File: src/rtl/mac_operand_feeder.sv
// Operand-side initiator for the PE MAC: streams one job of (a,b) pairs into the mac,
// dumps the accumulator and hands the captured sum downstream over valid/ready.
module mac_operand_feeder #(
   parameter int DATA_W     = 16,
   parameter int CNT_W      = 10,
   parameter int MAC_LAT    = 1,
   parameter int RESULT_LAT = 1
) (
   input  logic              clk,
   input  logic              rst,
   input  logic              start,
   input  logic [CNT_W-1:0]  len,
   input  logic              s_valid,
   output logic              s_ready,
   input  logic [DATA_W-1:0] s_a,
   input  logic [DATA_W-1:0] s_b,
   output logic [DATA_W-1:0] mac_a,
   output logic [DATA_W-1:0] mac_b,
   output logic              mac_out_en,
   input  logic [DATA_W-1:0] mac_result,
   output logic              res_valid,
   input  logic              res_ready,
   output logic [DATA_W-1:0] res_data,
   output logic              busy,
   output logic              done
);

   localparam int LAT_MAX = (MAC_LAT > RESULT_LAT) ? MAC_LAT : RESULT_LAT;
   localparam int LAT_W   = $clog2(LAT_MAX + 1);
   localparam logic [LAT_W-1:0] FLUSH_LAST = LAT_W'(MAC_LAT - 1);
   localparam logic [LAT_W-1:0] WAIT_LAST  = LAT_W'(RESULT_LAT - 1);
   localparam logic [CNT_W-1:0] CNT_ONE    = CNT_W'(1);

   typedef enum logic [2:0] {
      S_CLEAR,
      S_IDLE,
      S_FEED,
      S_FLUSH,
      S_DUMP,
      S_WAIT,
      S_HOLD
   } state_t;

   state_t           state;
   logic [CNT_W-1:0] cnt;
   logic [LAT_W-1:0] lat_cnt;
   logic             purge;
   logic             accept;

   assign accept = s_valid && s_ready;

   always_ff @(posedge clk) begin
      if (rst) begin
         state      <= S_CLEAR;
         cnt        <= '0;
         lat_cnt    <= '0;
         purge      <= 1'b0;
         s_ready    <= 1'b0;
         mac_a      <= '0;
         mac_b      <= '0;
         mac_out_en <= 1'b0;
         res_valid  <= 1'b0;
         res_data   <= '0;
         busy       <= 1'b0;
         done       <= 1'b0;
      end else begin
         // NOTE: non-blocking defaults here make every pulse-type output fall back to
         // its idle value unless a state below explicitly re-asserts it this cycle.
         mac_a      <= '0;
         mac_b      <= '0;
         mac_out_en <= 1'b0;
         done       <= 1'b0;

         unique case (state)
            // Dump whatever an aborted job left in the accumulator, then throw it away.
            S_CLEAR: begin
               mac_out_en <= 1'b1;
               purge      <= 1'b1;
               busy       <= 1'b1;
               state      <= S_DUMP;
            end

            S_IDLE: begin
               if (start) begin
                  busy <= 1'b1;
                  if (len != '0) begin
                     cnt     <= len;
                     s_ready <= 1'b1;
                     state   <= S_FEED;
                  end else begin
                     mac_out_en <= 1'b1;
                     state      <= S_DUMP;
                  end
               end
            end

            S_FEED: begin
               if (accept) begin
                  mac_a <= s_a;
                  mac_b <= s_b;
                  cnt   <= cnt - CNT_ONE;
                  if (cnt == CNT_ONE) begin
                     s_ready <= 1'b0;
                     lat_cnt <= '0;
                     state   <= S_FLUSH;
                  end
               end
            end

            // The last pair is still on the mac inputs during the first flush cycle.
            S_FLUSH: begin
               if (lat_cnt == FLUSH_LAST) begin
                  mac_out_en <= 1'b1;
                  state      <= S_DUMP;
               end else begin
                  lat_cnt <= lat_cnt + LAT_W'(1);
               end
            end

            S_DUMP: begin
               lat_cnt <= '0;
               state   <= S_WAIT;
            end

            S_WAIT: begin
               if (lat_cnt == WAIT_LAST) begin
                  if (purge) begin
                     purge <= 1'b0;
                     busy  <= 1'b0;
                     state <= S_IDLE;
                  end else begin
                     res_data  <= mac_result;
                     res_valid <= 1'b1;
                     state     <= S_HOLD;
                  end
               end else begin
                  lat_cnt <= lat_cnt + LAT_W'(1);
               end
            end

            S_HOLD: begin
               if (res_ready) begin
                  res_valid <= 1'b0;
                  done      <= 1'b1;
                  busy      <= 1'b0;
                  state     <= S_IDLE;
               end
            end

            default: begin
               s_ready   <= 1'b0;
               res_valid <= 1'b0;
               purge     <= 1'b0;
               busy      <= 1'b1;
               state     <= S_CLEAR;
            end
         endcase
      end
   end

endmodule

File: config.mk
export PLATFORM = sky130hd
export DESIGN_NAME = mac_operand_feeder
export DESIGN_NICKNAME = d
export VERILOG_FILES = /design/src/rtl/mac_operand_feeder.sv
export SDC_FILE = /design/constraint.sdc
export NUM_CORES = 1
export LEC_CHECK = 0
export ABC_AREA = 1
export CORE_ASPECT_RATIO = 1.75
export CORE_MARGIN = 2
export CORE_UTILIZATION = 30
export CTS_BUF_LIST = sky130_fd_sc_hd__clkbuf_8 sky130_fd_sc_hd__clkbuf_16
export CTS_CLUSTER_SIZE = 30
export DETAILED_ROUTE_END_ITERATION = 8
export GPL_ROUTABILITY_DRIVEN = 0
export GPL_TIMING_DRIVEN = 0
export SLEW_MARGIN = 30
export SYNTH_ARGS = -nofsm -noshare
export SYNTH_HDL_FRONTEND = slang
export SYNTH_SLANG_ARGS = --single-unit
File: constraint.sdc
create_clock -name clk -period 1.6 [get_ports clk]
set_input_delay 0.24 -clock clk [delete_from_list [all_inputs] [get_ports clk]]
set_output_delay 0.24 -clock clk [all_outputs]
set_load 0.01 [all_outputs]
After elaboration in Yosys (flattened, before gate mapping) --
Cells that the tools add are included.
Cells by class: bitwise gates (word level) 9, equality and inequality tests 16, add/sub/neg operators 2, reductions and logical operators 20, muxes and demuxes 35
Operator list (count):
- $mux 10 | 3
- $mux 3 | 8
- $pmux 3 s7 | 1
- $pmux 10 s2 | 1
- $ne 2x2->1 const B | 9
- $mux 1 | 16
- $pmux 1 s3 | 5
- $reduce_or 5->1 | 3
- $eq 10x1->1 const B | 1
- $reduce_and 5->1 | 2
- $reduce_bool 10->1 | 1
- $sub 10x1->10 const B | 1
- $eq 3x3->1 const B | 3
- $not 1->1 | 9
- $reduce_and 4->1 | 2
- $eq 3x2->1 const B | 2
- $reduce_and 3->1 | 2
- $reduce_and 6->1 | 1
- $reduce_or 3->1 | 2
- $pmux 1 s4 | 1
- $reduce_or 2->1 | 2
- $eq 3x1->1 const B | 1
- $logic_not 3->1 | 1
- $reduce_bool 3->1 | 1
- other kinds (4) | 4
Word-level totals: output and inout bits 53, logic and storage cells 94, flip-flop bits (word level) 68, input bits 63

Logic depth before layout (Yosys ltp) --
Gate-level depths: netlist of run 1.
depth in word-level cells 4, gate-level depth with buffers 11, depth with buffers taken out 10

Worst setup path before layout of run 1 --
OpenSTA, ideal clock, no wires.
path kind register to register, start register state[2], end register cnt[8], arrival 1.167 ns, cell stages (with the launch flop) 12, buffers on the path 1, clock period less this slack 1.279 ns, required time 1.488 ns, setup time 0.112 ns, slack 0.321 ns, cell sequence dfxtp_1 buf_6 inv_2 nand2_2 nor2_2 nand2_2 nand2_4 inv_2 nand2_4 nand2_1 nand2_1 nor2_1
On the way: longest elaborated chain between the ends 3, elaborated cells on any way between the ends 8, classes of those cells 5 x eq/ne; 1 x mux; 2 x reduce/logical
Ends and longest elaborated chain:
- from (decl) | line 44 | state_t state;
- from (signal assigned) | line 54 | state <= S_CLEAR;
- from (signal assigned) | line 80 | state <= S_DUMP;
- from (signal assigned) | line 89 | state <= S_FEED;
- $eq 3x1->1 / $eq 3x2->1 (equally long branches) | line 74 | unique case (state)
- $ne 2x2->1 (no source line) / $reduce_bool 2->1 (equally long branches)
- $reduce_and 4->1 (no source line)
- to (signal assigned) | line 87 | cnt <= len;
- to (signal assigned) | line 101 | cnt <= cnt - CNT_ONE;
- to (decl) | line 45 | logic [CNT_W-1:0] cnt;
Several ways; a longest one is shown, not always the timed one. A chain may end at the register's enable or synchronous reset.

Final worst setup path of run 1 --
start register s_ready, end output port s_ready
RTL lines:
- from (decl) | line 14 | output logic s_ready,
- from (signal assigned) | line 58 | s_ready <= 1'b0;
- from (signal assigned) | line 88 | s_ready <= 1'b1;
- from (signal assigned) | line 103 | s_ready <= 1'b0;
No word-level cell between the ends.

==> reports/metrics.yaml, run 1 <==
status: "completed"
layout-drive-gt1-share_pct: 9.921
netlist_instances: 368
setup_viol: 0
clkLatencyLatePin_ns: 0.33
critPathLaunchType: "flip-flop"
via_per_inst: 4.414
netlist_area_um2: 2689
crit_arrival_ns: 1.28
grt_pass1_vias: 2718
regArea_um2: 1343
p_leak_nw: 1.958
grt_remaining_overflow: 0
htreeDepth: 3
die_x_um: 75.57
yosysSeqAreaShare_pct: 49.88
cts_tree: "yes"
ir_worst_vdd_uv: 1065
final_cell_area_um2: 4405
routed_wl_um: 7688
vias: 2741
dp.cells: 600
num_io_pins: 116
drcViolationCount: 0
design.die.area_um2: 9766
dp_slack_ns: -0.2899
rsz0062_at_grt: "false"
cp_cell_sequence: "clkdlybuf4s50_1"
antenna_found_initial: 0
critPathKind: "flip-flop to output pin"
dpl_cell_area_um2: 3986
crit_family: "buffers and inverters"
final_antenna_net_count: 0
synth_nets: 433
die_h_um: 129.2
clockBufferDepth: 2
fin_hold_ws_ns: 0.4317
switching_share_pct: 33.78
finalNetCount: 564
setup_ws_ns: 0.07930
fin_crit_sh_pct: 95.04
crit_buf_inv: 1
worst_slew_pin_slew_ns: 0.5504
synth-seq-cells: 67
cts_inserted_buffers: 9
path_max_fanout: 4
n_fill_cell: 894
syn_to_final_growth_pct: 63.84
holdBufCountCts: 0
ys_warn_count: 0
comb_power_share_pct: 34.3
num_antenna_cells: 0
core_area_um2: 8671
endpoint_kind: "output pin"
slew_headroom_pct: 63.31
initial_core_util_pct: 31.01
fmax_ghz: 0.6576
slowest_delay_ns: 0.56
root_buffer: "clkbuf_16"
fin_crit_ns: 1.521
clk_pin_slew_ns: 0.06
max_cap_violations: 0
grt_pass1_wl_um: 12270
instances_no_fill: 621
p_int_mw: 4.583
num_rows: 45
synth_cell_types: 26
clkSinkCount: 67
port_buffers: 115
power_frac_clock_pct: 34.8
powerDensity_nw_per_um2: 1571
grt_usage_pct: 16.64
setup_tns_ns: 0
finalPower_mw: 6.921
final_core_util_pct: 50.81
finalMaxSlewViolations: 0
grt_max_degree: 13
p_seq_share_pct: 30.8
dr.pass1.iters: 4
drt-initial-drc-count: 87
finalClockSkew_ns: 0.005801
wl_per_cell_um: 12.38
multi_input_area_um2: 1097
slowest_stage: "clkdlybuf4s50_1"
p_sw_mw: 2.338
syn_avg_cell_area_um2: 7.307
r2r_setup_slack_ns: 0.14
hold_class: "input port to flip-flop"
place_hpwl_um: 5911
worst_ep_required_time_ns: 1.36
hold_viol: 0
cell usage in the layout, fill, tap and decap left out, types with 2 or more instances in the layout:
master,Yosys,routed
a21oi_1,12,12
buf_2,4,4
buf_4,0,4
bufinv_16,0,4
clkbuf_1,6,4
clkbuf_16,0,9
clkbuf_2,0,2
clkdlybuf4s50_1,0,115
clkinv_2,0,2
dfxtp_1,67,66
ha_1,2,2
inv_1,51,51
inv_2,7,7
nand2_1,53,53
nand2_2,4,4
nand2_4,2,2
nand3_1,17,17
nand4_1,7,7
nor2_1,89,89
nor2_4,2,3
nor3_1,2,2
o21ai_0,25,25
o21ai_1,6,6
o21bai_1,2,2
tightest hold or removal path: stages:
cell	delay, ns
clkdlybuf4s50_1	0.39
inv_1	0.05
nor2_1	0.03
state kept, by name, indices dropped and copies added (netlist names):
register,cells
res_data,16
mac_b,16
mac_a,16
done,1
busy,1
mac_out_en,1
cnt,10
purge,1
s_ready,1
res_valid,1
state,3
Yosys cell counts:
master | number | area, um2
o21bai_1 | 2 | 15.01
inv_1 | 51 | 191.4
nor2_1 | 89 | 334.1
nor3_1 | 2 | 10.01
nand2_2 | 4 | 25.02
a21oi_4 | 1 | 16.27
nand4_1 | 7 | 43.79
o21ai_0 | 25 | 125.1
a31oi_1 | 1 | 6.260
a21oi_1 | 12 | 60.06
clkbuf_1 | 6 | 22.52
nand3_1 | 17 | 85.08
dfxtp_1 | 67 | 1341
o21a_1 | 1 | 7.510
nor2_4 | 2 | 22.52
o21ai_1 | 6 | 30.03
o21ai_2 | 2 | 17.52
ha_1 | 2 | 25.02
buf_2 | 4 | 20.02
xnor2_1 | 1 | 8.760
nand3_2 | 1 | 10.01
buf_6 | 1 | 11.26
nand2_1 | 53 | 198.9
inv_2 | 7 | 26.28
nor2_2 | 2 | 12.51
nand2_4 | 2 | 22.52
path summary, 6_finish.rpt:
check | from | endpoint | depth (start not counted)
setup / recovery | s_ready | s_ready | 1
hold reg to reg | busy | busy | 2
hold / removal | s_b[9] | mac_b[9] | 3
setup reg to reg | state[2] | cnt[8] | 11
what timing repair did:
item	CTS	global route
endpoints found under the setup margin	0	40
resized for setup	0	7
hold endpoints to repair	0	0
buffers inserted	0	4
kinds of logic after synthesis:
| kind of cell | after synthesis | synth area share, % |
|---|---|---|
| simple gates | 179 | 28.43 |
| buf+inv | 69 | 10.10 |
| flops | 67 | 49.88 |
| compound gates | 50 | 10.33 |
| fa+ha+maj | 2 | 0.9305 |
| xor+xnor | 1 | 0.3258 |
area by class of cell:
type,instances,area share (%)
plain buffers,11,1.278
well taps,117,3.323
multi-input cells,233,24.91
clock inverters,7,3.153
clock buffers,9,5.112
flip-flops and latches,67,30.47
inverters,58,4.942
repair buffers,119,26.81
power groups by stage:
| stage | Sequential (mW) | Combinational (mW) | Clock, mW |
|---|---|---|---|
| 2_1_floorplan | 2.16 | 1.51 | 0 |
| 3_3_place_gp | 2.15 | 2.27 | 0 |
| 3_5_place_dp | 2.16 | 2.30 | 0 |
| 4_1_cts | 2.12 | 2.31 | 2.46 |
| 5_1_grt | 2.16 | 2.69 | 2.52 |
| 6_report | 2.13 | 2.38 | 2.41 |
layer usage:
layer  wire length, um  track usage, %  part of all wire [%]  up-vias
met4               179           8.256                   2.3        0
met2              3935           28.80                    51      112
li1                  -               -                     -     1399
met1              2849           16.66                    37     1218
met5                 0               0                     0        -
met3               723           6.765                   9.4       12
(Power assumes the default switching activity.)
==> run 2, diff against run 1 <==
Settings changed: CORE_ASPECT_RATIO 1.75 to default, CORE_UTILIZATION 30 to 42, PLACE_DENSITY from default to 0.8.
==> run 2 against run 1 <==
Compared with the run above: total power decreased by 12%; die area decreased by 28%; combinational power about the same; sequential power about the same; clock skew increased by 0.0038 ns; critical path type unchanged; largest cell class unchanged; largest power group is now combinational logic.
==> reports/metrics.yaml, run 2 (synthesis results as in run 1) <==
status: "completed"
p_int_mw: 3.839
crit_family: "buffers and inverters"
cp_cell_sequence: "clkdlybuf4s50_1"
finalClockSkew_ns: 0.009633
holdBufCountCts: 0
root_buffer: "clkbuf_8"
setup_viol: 0
power_frac_clock_pct: 25.8
endpoint_kind: "output pin"
p_seq_share_pct: 34.9
hold_class: "input port to flip-flop"
r2r_setup_slack_ns: 0.11
setup_tns_ns: 0
finalNetCount: 562
path_max_fanout: 4
fin_crit_ns: 1.533
via_per_inst: 4.732
powerDensity_nw_per_um2: 1444
crit_buf_inv: 1
slowest_delay_ns: 0.57
crit_arrival_ns: 1.29
final_antenna_net_count: 0
layout-drive-gt1-share_pct: 9.562
final_cell_mix: "clkdlybuf4s50_1 (115), nor2_1 (89), dfxtp_1 (66)"
dr.pass1.iters: 4
drcViolationCount: 0
fin_crit_sh_pct: 95.80
grt-busiest-layer: "met2"
grt_usage_pct: 21.49
initial_core_util_pct: 42.83
die_x_um: 84.01
final_core_util_pct: 67.19
grtUsageMet3_pct: 12.17
n_fill_cell: 524
cts_tree: "yes"
comb_power_share_pct: 39.3
grt_max_degree: 13
mostFrequentLayoutCell: "clkdlybuf4s50_1"
core_area_um2: 6277
setup_ws_ns: 0.06717
place_hpwl_um: 5599
clkLatencyLatePin_ns: 0.34
die_h_um: 84.01
reg_top3: "mac_a (16), mac_b (16), res_data (16)"
worst_ep_required_time_ns: 1.36
grt_pass1_vias: 2782
num_antenna_cells: 0
ir_worst_vdd_uv: 1091
antenna_found_initial: 0
clk_pin_slew_ns: 0.08
clockBufferDepth: 2
finalMaxSlewViolations: 0
critPathLaunchType: "flip-flop"
syn_to_final_growth_pct: 56.86
wl_per_cell_um: 12.93
port_buffers: 115
fmax_ghz: 0.6524
grt_remaining_overflow: 0
worst_slew_pin_slew_ns: 0.5142
vias: 2740
routed_wl_um: 7489
num_rows: 29
use_met1_pct: 22.10
design.die.area_um2: 7058
num_io_pins: 116
slew_headroom_pct: 65.72
clkSinkCount: 67
slowest_stage: "clkdlybuf4s50_1"
drt-initial-drc-count: 132
p_sw_mw: 2.252
htreeDepth: 3
switching_share_pct: 36.98
grt_pass1_wl_um: 12140
grt_use_met2_pct: 37.02
cts_inserted_buffers: 9
critPathKind: "flip-flop to output pin"
max_cap_violations: 0
hold_viol: 0
p_leak_nw: 1.890
dp_slack_ns: -0.1573
-- run 2: final timing paths --
path                 start  endpoint  depth (start not counted)
setup / recovery   s_ready   s_ready                          1
setup reg to reg  state[2]    cnt[7]                          9
hold / removal      s_a[4]  mac_a[4]                          3
hold reg to reg       busy      busy                          2
-- run 2: routing by layer --
| metal | share of wire (%) | wire length, um |
|---|---|---|
| met1 | 40 | 3005 |
| met2 | 47 | 3551 |
| met3 | 11 | 817 |
| met4 | 1.5 | 114 |
| met5 | 0 | 0 |
-- run 2: cell type report --
type | instances | area (um2) | share of cell area, %
Sequential cell | 67 | 1343 | 31.83
Buffer | 11 | 55.05 | 1.305
Tap cell | 77 | 96.34 | 2.284
Clock buffer | 10 | 137.6 | 3.263
Multi-Input combinational cell | 233 | 1115 | 26.43
Timing Repair Buffer | 117 | 1166 | 27.65
Clock inverter | 6 | 87.58 | 2.077
Inverter | 58 | 217.7 | 5.162
-- run 2: stage by stage --
| stage | hold slack (ns) | total power [mW] | std cells | area, um2 |
|---|---|---|---|---|
| 4_1_cts | 0.3926 | 6.016 | 576 | 4161 |
| 5_1_grt | 0.4150 | 6.488 | 579 | 4218 |
| 3_5_place_dp | 0.4374 | 4.414 | 560 | 3936 |
| 2_1_floorplan | 0.3091 | 3.675 | 368 | 2689 |
| 3_3_place_gp | 0.4372 | 4.347 | 560 | 3936 |
| 6_report | 0.4134 | 6.091 | 579 | 4218 |
-- run 2: power by group through the flow --
stage / combinational, mW / sequential [mW] / clock, mW
after global routing: 2.68 / 2.15 / 1.66
final: 2.40 / 2.12 / 1.57
after detailed placement: 2.26 / 2.15 / 0
after CTS: 2.29 / 2.12 / 1.61
after floorplan: 1.51 / 2.16 / 0
after global placement: 2.21 / 2.14 / 0
-- run 2: what timing repair did --
item / 4_1_cts / 5_1_grt
hold endpoints to repair: 0 / 0
endpoints found under the setup margin: 0 / 11
gates resized for setup: 0 / 8
setup buffers: 0 / 2
